<file path="src/rtl/lut_bank_cfg_if.sv">
// Lookup and configuration bundle for lut_bank_cfg.
// A beat transfers on any rising edge where cfg_valid and cfg_ready are both high; cfg_valid may drop at any time.
interface lut_bank_cfg_if #(
    parameter int K     = 4,
    parameter int CH    = 2,
    parameter int CFG_W = 8
);
    logic [CH*K-1:0]  lut_in;
    logic [CH-1:0]    lut_out;
    logic             cfg_start;
    logic             cfg_valid;
    logic [CFG_W-1:0] cfg_data;
    logic             cfg_ready;
    logic             cfg_busy;
    logic             cfg_done;
    logic [1:0]       dbg_state;

    modport master (
        output lut_in, cfg_start, cfg_valid, cfg_data,
        input  lut_out, cfg_ready, cfg_busy, cfg_done, dbg_state
    );

    modport slave (
        input  lut_in, cfg_start, cfg_valid, cfg_data,
        output lut_out, cfg_ready, cfg_busy, cfg_done, dbg_state
    );
endinterface

</file>
<file path="src/rtl/lut_bank_cfg.sv">
// Bank of CH runtime-reloadable K-input LUTs; tables load into a shadow store
// and swap into the active store in a single edge.
module lut_bank_cfg #(
    parameter int                        K       = 4,
    parameter int                        CH      = 2,
    parameter int                        CFG_W   = 8,
    parameter logic [CH*(2**K)-1:0]      INIT    = '0,
    parameter bit                        REG_OUT = 1'b1
) (
    input  logic           clk,
    input  logic           rst_n,
    lut_bank_cfg_if.slave  bus
);
    localparam int D  = 2**K;
    localparam int TW = CH*D;
    localparam int NB = TW/CFG_W;
    localparam int CW = (NB > 1) ? $clog2(NB) : 1;

    generate
        if (TW % CFG_W != 0) begin : g_bad_cfg_w
            $error("lut_bank_cfg: CH*2^K must be a multiple of CFG_W");
        end
    endgenerate

    localparam logic [1:0] S_IDLE   = 2'd0;
    localparam logic [1:0] S_SHIFT  = 2'd1;
    localparam logic [1:0] S_COMMIT = 2'd2;

    logic [1:0]                 r_state;
    logic [CW-1:0]              r_cnt;
    logic [NB-1:0][CFG_W-1:0]   r_shadow;
    logic [TW-1:0]              r_active;
    logic                       r_done;
    logic                       w_last;
    logic [CH-1:0]              w_lut;

    assign w_last = (r_cnt == CW'(NB-1));

    always_ff @(posedge clk or negedge rst_n) begin
        if (!rst_n) begin
            r_state  <= S_IDLE;
            r_cnt    <= '0;
            r_shadow <= INIT;
            r_active <= INIT;
            r_done   <= 1'b0;
        end else begin
            r_done <= (r_state == S_COMMIT);
            case (r_state)
                S_IDLE: begin
                    if (bus.cfg_start) begin
                        r_state <= S_SHIFT;
                        r_cnt   <= '0;
                    end
                end
                S_SHIFT: begin
                    // A restart wins over a beat presented in the same cycle.
                    if (bus.cfg_start) begin
                        r_cnt <= '0;
                    end else if (bus.cfg_valid) begin
                        r_shadow[r_cnt] <= bus.cfg_data;
                        if (w_last) begin
                            r_cnt   <= '0;
                            r_state <= S_COMMIT;
                        end else begin
                            r_cnt <= r_cnt + 1'b1;
                        end
                    end
                end
                S_COMMIT: begin
                    r_active <= r_shadow;
                    r_state  <= S_IDLE;
                end
                default: r_state <= S_IDLE;
            endcase
        end
    end

    genvar c;
    generate
        for (c = 0; c < CH; c++) begin : g_ch
            logic [D-1:0] w_tab;
            assign w_tab    = r_active[c*D +: D];
            assign w_lut[c] = w_tab[bus.lut_in[c*K +: K]];
        end

        if (REG_OUT) begin : g_reg_out
            logic [CH-1:0] r_out;
            always_ff @(posedge clk or negedge rst_n) begin
                if (!rst_n) r_out <= '0;
                else        r_out <= w_lut;
            end
            assign bus.lut_out = r_out;
        end else begin : g_comb_out
            assign bus.lut_out = w_lut;
        end
    endgenerate

    assign bus.cfg_ready = (r_state == S_SHIFT);
    assign bus.cfg_busy  = (r_state != S_IDLE);
    assign bus.cfg_done  = r_done;
    assign bus.dbg_state = r_state;
endmodule

</file>
<file path="src/flat_wrapper.sv">
// flat-port wrapper written by rule: the top's interface ports become plain ports
module lut_bank_cfg_flat 
#(
    parameter int                        K       = 4,
    parameter int                        CH      = 2,
    parameter int                        CFG_W   = 8,
    parameter logic [CH*(2**K)-1:0]      INIT    = '0,
    parameter bit                        REG_OUT = 1'b1
)
  (clk, rst_n, bus_lut_in, bus_cfg_start, bus_cfg_valid, bus_cfg_data, bus_lut_out, bus_cfg_ready, bus_cfg_busy, bus_cfg_done, bus_dbg_state);
  lut_bank_cfg_if #(.K(K), .CH(CH), .CFG_W(CFG_W)) bus_i ();
  input  logic clk;
  input  logic rst_n;
  input wire logic [$bits(bus_i.lut_in)-1:0] bus_lut_in;
  input wire logic [$bits(bus_i.cfg_start)-1:0] bus_cfg_start;
  input wire logic [$bits(bus_i.cfg_valid)-1:0] bus_cfg_valid;
  input wire logic [$bits(bus_i.cfg_data)-1:0] bus_cfg_data;
  output wire logic [$bits(bus_i.lut_out)-1:0] bus_lut_out;
  output wire logic [$bits(bus_i.cfg_ready)-1:0] bus_cfg_ready;
  output wire logic [$bits(bus_i.cfg_busy)-1:0] bus_cfg_busy;
  output wire logic [$bits(bus_i.cfg_done)-1:0] bus_cfg_done;
  output wire logic [$bits(bus_i.dbg_state)-1:0] bus_dbg_state;
  assign bus_i.lut_in = bus_lut_in;
  assign bus_i.cfg_start = bus_cfg_start;
  assign bus_i.cfg_valid = bus_cfg_valid;
  assign bus_i.cfg_data = bus_cfg_data;
  assign bus_lut_out = bus_i.lut_out;
  assign bus_cfg_ready = bus_i.cfg_ready;
  assign bus_cfg_busy = bus_i.cfg_busy;
  assign bus_cfg_done = bus_i.cfg_done;
  assign bus_dbg_state = bus_i.dbg_state;
  lut_bank_cfg #(.K(K), .CH(CH), .CFG_W(CFG_W), .INIT(INIT), .REG_OUT(REG_OUT)) u_core (.clk(clk), .rst_n(rst_n), .bus(bus_i));
endmodule
</file>
<file path="config.mk">
export PLATFORM = sky130hd
export DESIGN_NAME = lut_bank_cfg_flat
export DESIGN_NICKNAME = d
export VERILOG_FILES = /design/src/rtl/lut_bank_cfg_if.sv /design/src/rtl/lut_bank_cfg.sv /design/src/flat_wrapper.sv
export SDC_FILE = /design/constraint.sdc
export NUM_CORES = 1
export LEC_CHECK = 0
export ABC_CLOCK_PERIOD_IN_PS = 3150
export CAP_MARGIN = 20
export CORE_MARGIN = 2
export CORE_UTILIZATION = 40
export DETAILED_ROUTE_END_ITERATION = 10
export GPL_TIMING_DRIVEN = 1
export SYNTH_ARGS = -nofsm -noshare
export SYNTH_HDL_FRONTEND = slang
export SYNTH_SLANG_ARGS = --single-unit
export TNS_END_PERCENT = 20
</file>
<file path="constraint.sdc">
create_clock -name clk -period 3.15 [get_ports clk]
set_input_delay 0.4725 -clock clk [delete_from_list [all_inputs] [get_ports clk]]
set_output_delay 0.4725 -clock clk [all_outputs]
set_load 0.02 [all_outputs]
</file>
* Word level (Yosys, flattened, before mapping)
Cells that the tools add are included.
** Word-level totals
- Register bits after elaboration :: 71
- Input bits :: 20
** Cells by class
- $lt $le $gt $ge :: 4
- Bitwise gates (word level) :: 1
- Eq/ne operators :: 8
- Reduce and logical (&&, ||, !) cells :: 7
- Muxes and demuxes :: 17
- Add/subtract/negate cells :: 1
** Operators with widths (count)
- $bwmux 32 :: 1
- $demux 8 s2 :: 1
- $mux 2 :: 8
- $lt 4x5->1 const B :: 2
- $bmux 1 s4 :: 2
- $mux 8 :: 1
- $pmux 2 s2 :: 2
- $ne 2x2->1 const B :: 3
- $reduce_and 3->1 :: 2
- $eq 2x2->1 const B :: 2
- $reduce_and 4->1 :: 1
- $reduce_bool 2->1 :: 2
- $lt 2x3->1 const B :: 1
- $ne 3x3->1 const B :: 1
- $add 2x1->2 const B :: 1
- $eq 2x1->1 const B :: 1
- $ge 2x1->1 const B :: 1
- $logic_not 2->1 :: 1
- $mux 1 :: 2
- $ne 2x1->1 const B :: 1
- $logic_and 1x1->1 :: 1
- $not 1->1 :: 1

* Depth between registers and ports, before layout
Gate-level depths: netlist of run 1.
- Word-level depth :: 5
- Mapped depth :: 4

* Worst setup path after synthesis of run 1
Ideal clock, no wire load.
- Path type :: reg2reg
- From :: reg u_core.r_state[1] (netlist: u_core.bus.dbg_state[1])
- To :: reg u_core.r_shadow[24] (netlist name)
- Buffers on the path :: 1
- Setup time :: 0.125 ns
- Setup slack :: 1.639 ns
- Clock period less this slack :: 1.511 ns
- Arrival :: 1.386 ns
- Cell stages (with the launch flop) :: 5
- Cells stage by stage :: dfrtp_1 and4bb_1 buf_6 nand2_8 mux2_4
** Between the ends
- Longest elaborated chain between the ends :: 2
** RTL lines
- start: declaration :: RTL line lut_bank_cfg.sv:29 : logic [1:0] r_state;
- start signal: assignment :: RTL line lut_bank_cfg.sv:41 : r_state <= S_IDLE;
- start signal: assignment :: RTL line lut_bank_cfg.sv:51 : r_state <= S_SHIFT;
- start signal: assignment :: RTL line lut_bank_cfg.sv:63 : r_state <= S_COMMIT;
- $eq 2x1->1 :: RTL line lut_bank_cfg.sv:48 : case (r_state)
- $reduce_and 3->1 (no line)
- end signal: indexed assignment :: RTL line lut_bank_cfg.sv:60 : r_shadow[r_cnt] <= bus.cfg_data;
- end: declaration :: RTL line lut_bank_cfg.sv:31 : logic [NB-1:0][CFG_W-1:0] r_shadow;
No other way between the ends.
A chain may end at the register's enable or synchronous reset.

* Worst setup path in the final report of run 1
- From :: reg u_core.r_state[1] (netlist: u_core.bus.dbg_state[1])
- To :: out bus_cfg_busy
** Between the ends
- Longest elaborated chain between the ends :: 1
** RTL lines
- $reduce_bool 2->1 :: RTL line lut_bank_cfg.sv:99 : assign bus.cfg_busy = (r_state != S_IDLE);
- end: declaration :: RTL line flat_wrapper.sv:20 : output wire logic [$bits(bus_i.cfg_busy)-1:0] bus_cfg_busy;
No other way between the ends.

==> impl_metrics.ini, run 1 <==
[outcome]
status = finished clean

[run]
cap_viol_max_count = 0

[synthesis]
syn_area_um2 = 3130
synth_edf_count = 0
ys_ff_latch = 71
netlist_instances = 181
ys_top_cells_by_area = dfrtp_1 (57%), mux2_4 (15%), mux2_2 (11%)
synth_nets = 205
ys_warn_count = 0
syn_area_per_cell_um2 = 17.3
yosysTopAreaCellShare_pct = 56.7
synth_ff_type = dfrtp_1
synth_top_area_cell = dfrtp_1
synth_cell_types = 21
seq_area_frac_synth_pct = 56.7
async_flop_share_pct = 100

[die]
ios = 27
chipWidth_um = 92.5
dieArea_um2 = 8560
start_util_pct = 41.0
rows = 32
core_region_area_um2 = 7650
die_h_um = 92.5

[cts]
cts_tree = done
clock_latency_ns = 0.34
clock_sinks = 71
path_clk_slew_ns = 0.08
postCtsSetupBuffers = 0
cts_buffer_depth = 2
cts_made_buffers = 9
cts_resized = 0
hold_buffers = 0
root_buffer = clkbuf_8
htree_levels = 3

[global_route]
grt_max_degree = 37
overflow = 0
grt_pass1_vias = 1718
antenna_found_initial = 0
grt_usage_pct = 14.7
grt_pass1_wl_mm = 9.33

[sta]
fmax_mhz = 474
layout_setup_ws_ns = 1.04
maxSlewHeadroom_pct = 44.4
setup_viol = 0
finalMaxSlewViolations = 0
rsz0062_at_grt = no
finalCriticalPeriod_ns = 2.11
tightest_slew_ns = 0.833
fin_crit_sh_pct = 67.0
clock_skew_ns = 0.0136
tns_ns = 0
hold_viol = 0

[cells_and_area]
multi_input_area_um2 = 1310
drive_gt1_share_pct = 44.7
nets = 239
area_growth_pct = 18.6
diodes = 0
regArea_um2 = 1780
final_cell_mix = dfrtp_1 (71), mux2_2 (32), mux2_4 (32)
final.fill_count = 655
layout_commonest_cell = dfrtp_1

[power]
irDropWorstVdd_uv = 244
leakage_nw = 1.80
power_density_nw_per_um2 = 586

[routing]
wl_mm = 5.37
routed_via_density = 4.84
drt_iter0_drc = 40
ant_nets = 0
drc_errors = 0
wire_per_inst_um = 16.7
vias = 1555
dr.pass1.iters = 4

[placement]
port_buffers = 26
dpl_worst_slack_ns = 0.801
dp_hpwl_mm = 3.63
gp_congestion = 0.700

[critical_path]
arrival_ns = 1.64
cp-start-kind = flop
path_class = reg -> out
end_kind = output port
worstPathRequired_ns = 2.68
crit_fanout = 9

[min_path]
hold_class = in -> async
==> sequential cells by signal (all words and copies together) (netlist names) <==
| signal | cells |
|---|---|
| u_core.bus.dbg_state | 2 |
| u_core.bus.lut_out | 2 |
| u_core.bus.cfg_done | 1 |
| u_core.r_active | 32 |
| u_core.r_cnt | 2 |
| u_core.r_shadow | 32 |
==> Yosys cell counts (2+ instances only) <==
cell / n
buf_4: 3
nand2_8: 4
nor2_1: 2
mux2_4: 32
a22oi_1: 2
mux2i_1: 6
dfrtp_1: 71
o21ai_0: 2
mux2_2: 32
ha_1: 4
inv_1: 3
nand2_1: 4
mux4_2: 8
==> area by class of cell <==
class,count,area share (%)
Sequential cell,71,47.8
Clock buffer,9,3.33
Clock inverter,6,2.32
Timing Repair Buffer,28,7.60
Multi-Input combinational cell,102,35.2
Inverter,3,0.303
Tap cell,102,3.43
==> report_power, final <==
part | internal (mW) | total [mW] | switching [mW]
clock network | 0.440 | 0.770 | 0.330
registers | 1.04 | 1.11 | 0.0712
logic | 0.206 | 0.297 | 0.0909
total | 1.69 | 2.18 | 0.492
==> worst paths after layout <==
| kind | startpoint | end | slack, ns | depth (start not counted) |
|---|---|---|---|---|
| min reg2reg | u_core.r_active[23] | u_core.r_active[23] | 0.50 | 1 |
| min in group clk | u_core.r_active[23] | u_core.r_active[23] | 0.50 | 1 |
| max in group asynchronous | rst_n | u_core.r_shadow[31] | 2.24 | 2 |
| max | u_core.bus.dbg_state[1] | bus_cfg_busy | 1.04 | 2 |
| min | rst_n | u_core.r_shadow[5] | 0.23 | 1 |
| max reg2reg | u_core.bus.dbg_state[1] | u_core.r_shadow[11] | 1.27 | 3 |
==> through the flow <==
| stage | total power [mW] | util (%) | std cells | hold WS [ns] | instance area [um2] |
|---|---|---|---|---|---|
| floorplan | 1.33 | - | 181 | 0.177 | 3130 |
| global placement | 1.42 | 45.9 | 306 | 0.485 | 3510 |
| detailed placement | 1.43 | 45.9 | 306 | 0.490 | 3510 |
| CTS | 2.21 | 48.6 | 321 | 0.248 | 3720 |
| global route | 2.28 | 48.6 | 321 | 0.286 | 3720 |
| finish | 2.18 | 48.6 | 321 | 0.230 | 3720 |
==> cell families after synthesis <==
family,synth area share (%)
flops,56.7
simple gates,4.67
compound gates,0.958
mux,34.5
fa+ha+maj,1.60
buf+inv,1.60
==> critical path: stages (launching register included) <==
cell and delay, ns:
dfrtp_1 0.45, or2_2 0.32, clkdlybuf4s50_1 0.54
==> per-layer routing <==
metal  up-vias  track usage (%)  routed length, um
met5         -                0                  0
met4         0             7.46                111
met3        12             2.93                134
met2        21             21.9               2450
met1       801             20.4               2670
li1        721                -                  -
(Power assumes the default switching activity.)
==> run 2: changes to the inputs <==
- ABC_CLOCK_PERIOD_IN_PS: 3150 -> 2100
- clock period: 3.15 -> 2.1 ns (I/O delays scaled with it)
==> impl_metrics.ini, run 2 (synthesized netlist as in run 1, its figures left out) <==
[outcome]
status = finished clean

[critical_path]
slowest_delay_ns = 0.54
arrival_ns = 1.67
path_cells = or2_2 -> clkdlybuf4s50_1
path_class = reg -> out
cp_num_buf_inv = 1
cp-start-kind = flop
crit_fanout = 9
critPathSlowestCell = clkdlybuf4s50_1
end_kind = output port
worstPathRequired_ns = 1.78
crit_family = buffers and inverters

[cts]
cts_resized = 0
cts_tree = done
htree_levels = 3
cts_buffer_depth = 2
path_clk_slew_ns = 0.07
hold_buffers = 1
clock_sinks = 71
postCtsSetupBuffers = 0
clock_latency_ns = 0.35
root_buffer = clkbuf_8
cts_made_buffers = 9

[placement]
port_buffers = 26
dp_hpwl_mm = 3.66
gp_congestion = 0.778

[min_path]
hold_class = in -> async

[die]
start_util_pct = 41.0
die_h_um = 92.5
ios = 27
dieArea_um2 = 8560
chipWidth_um = 92.5
rows = 32
core_region_area_um2 = 7650

[sta]
setup_viol = 0
tightest_slew_ns = 0.452
finalCriticalPeriod_ns = 1.98
fin_crit_sh_pct = 94.5
clock_skew_ns = 0.00591
rsz0062_at_grt = no
maxSlewHeadroom_pct = 69.9
tns_ns = 0
fmax_mhz = 504
hold_viol = 0
finalMaxSlewViolations = 0

[routing]
drt_iter0_drc = 71
ant_nets = 0
routed_via_density = 4.85
drc_errors = 0
wire_per_inst_um = 16.9
vias = 1576
wl_mm = 5.48
dr.pass1.iters = 4

[global_route]
grt_usage_pct = 14.8
antenna_found_initial = 0
overflow = 0
grt_pass1_wl_mm = 9.41
grt_pass1_vias = 1748
grt_max_degree = 51

[cells_and_area]
layout_commonest_cell = dfrtp_1
area_growth_pct = 20.7
final_cell_mix = dfrtp_1 (71), mux2_2 (32), mux2_4 (32)
final_core_util_pct = 49.5
drive_gt1_share_pct = 44.4
nets = 242
largest_registers = u_core.r_active (32), u_core.r_shadow (32)
diodes = 0

[run]
cap_viol_max_count = 0

[power]
total_power_mw = 3.34
power_density_nw_per_um2 = 883
irDropWorstVdd_uv = 342
leakage_nw = 1.83
## run 2: changes by cell type in the layout (fill, tap and decap cells not counted), sizes merged
cell	before	now
clkbuf	9	13
buf	3	5
clkinv	3	1
clkinvlp	1	0
dlygate4sd3	0	1
## run 2: report_power, final
group / internal, mW / switching, mW
logic: 0.316 / 0.137
clock network: 0.733 / 0.487
registers: 1.56 / 0.106
total: 2.61 / 0.730
## run 2: per-layer routing
layer  part of all wire [%]  GRT usage (%)
met3                    3.4           5.70
met1                     47           19.3
met4                    1.7           5.60
met5                      0              0
met2                     48           22.4
## run 2: final timing paths
| kind | startpoint | cells after the start | end | slack (ns) |
|---|---|---|---|---|
| max | u_core.bus.dbg_state[1] | 2 | bus_cfg_busy | 0.12 |
| min | rst_n | 2 | u_core.r_shadow[7] | 0.45 |
| max reg2reg | u_core.bus.dbg_state[1] | 4 | u_core.r_shadow[24] | 0.56 |
| min reg2reg | u_core.r_active[2] | 1 | u_core.r_active[2] | 0.50 |
| max in group asynchronous | rst_n | 4 | u_core.r_shadow[25] | 0.88 |
| min in group clk | u_core.r_active[2] | 1 | u_core.r_active[2] | 0.50 |
## run 2: final cells by class
type	count	area (um2)
well taps	102	128
clock inverters	3	65.1
flip-flops and latches	71	1780
clock buffers	13	159
inverters	3	11.3
fillers	667	3860
multi-input cells	102	1310
repair buffers	31	333
## run 2: worst reg2reg max path, stage by stage (launching register included)
cell and delay, ns:
dfrtp_1 0.47, and4bb_1 0.36, buf_12 0.16, nand2_8 0.11, mux2_4 0.33
## run 2: stage by stage
stage	cell area (um2)	worst slack, ns	hold slack [ns]	instances
after floorplan	3130	0.589	0.0194	181
after global placement	3550	0.245	0.281	308
after detailed placement	3550	0.221	0.283	308
after CTS	3780	0.0777	0.429	325
after global routing	3780	0.0308	0.489	325
final	3780	0.116	0.454	325
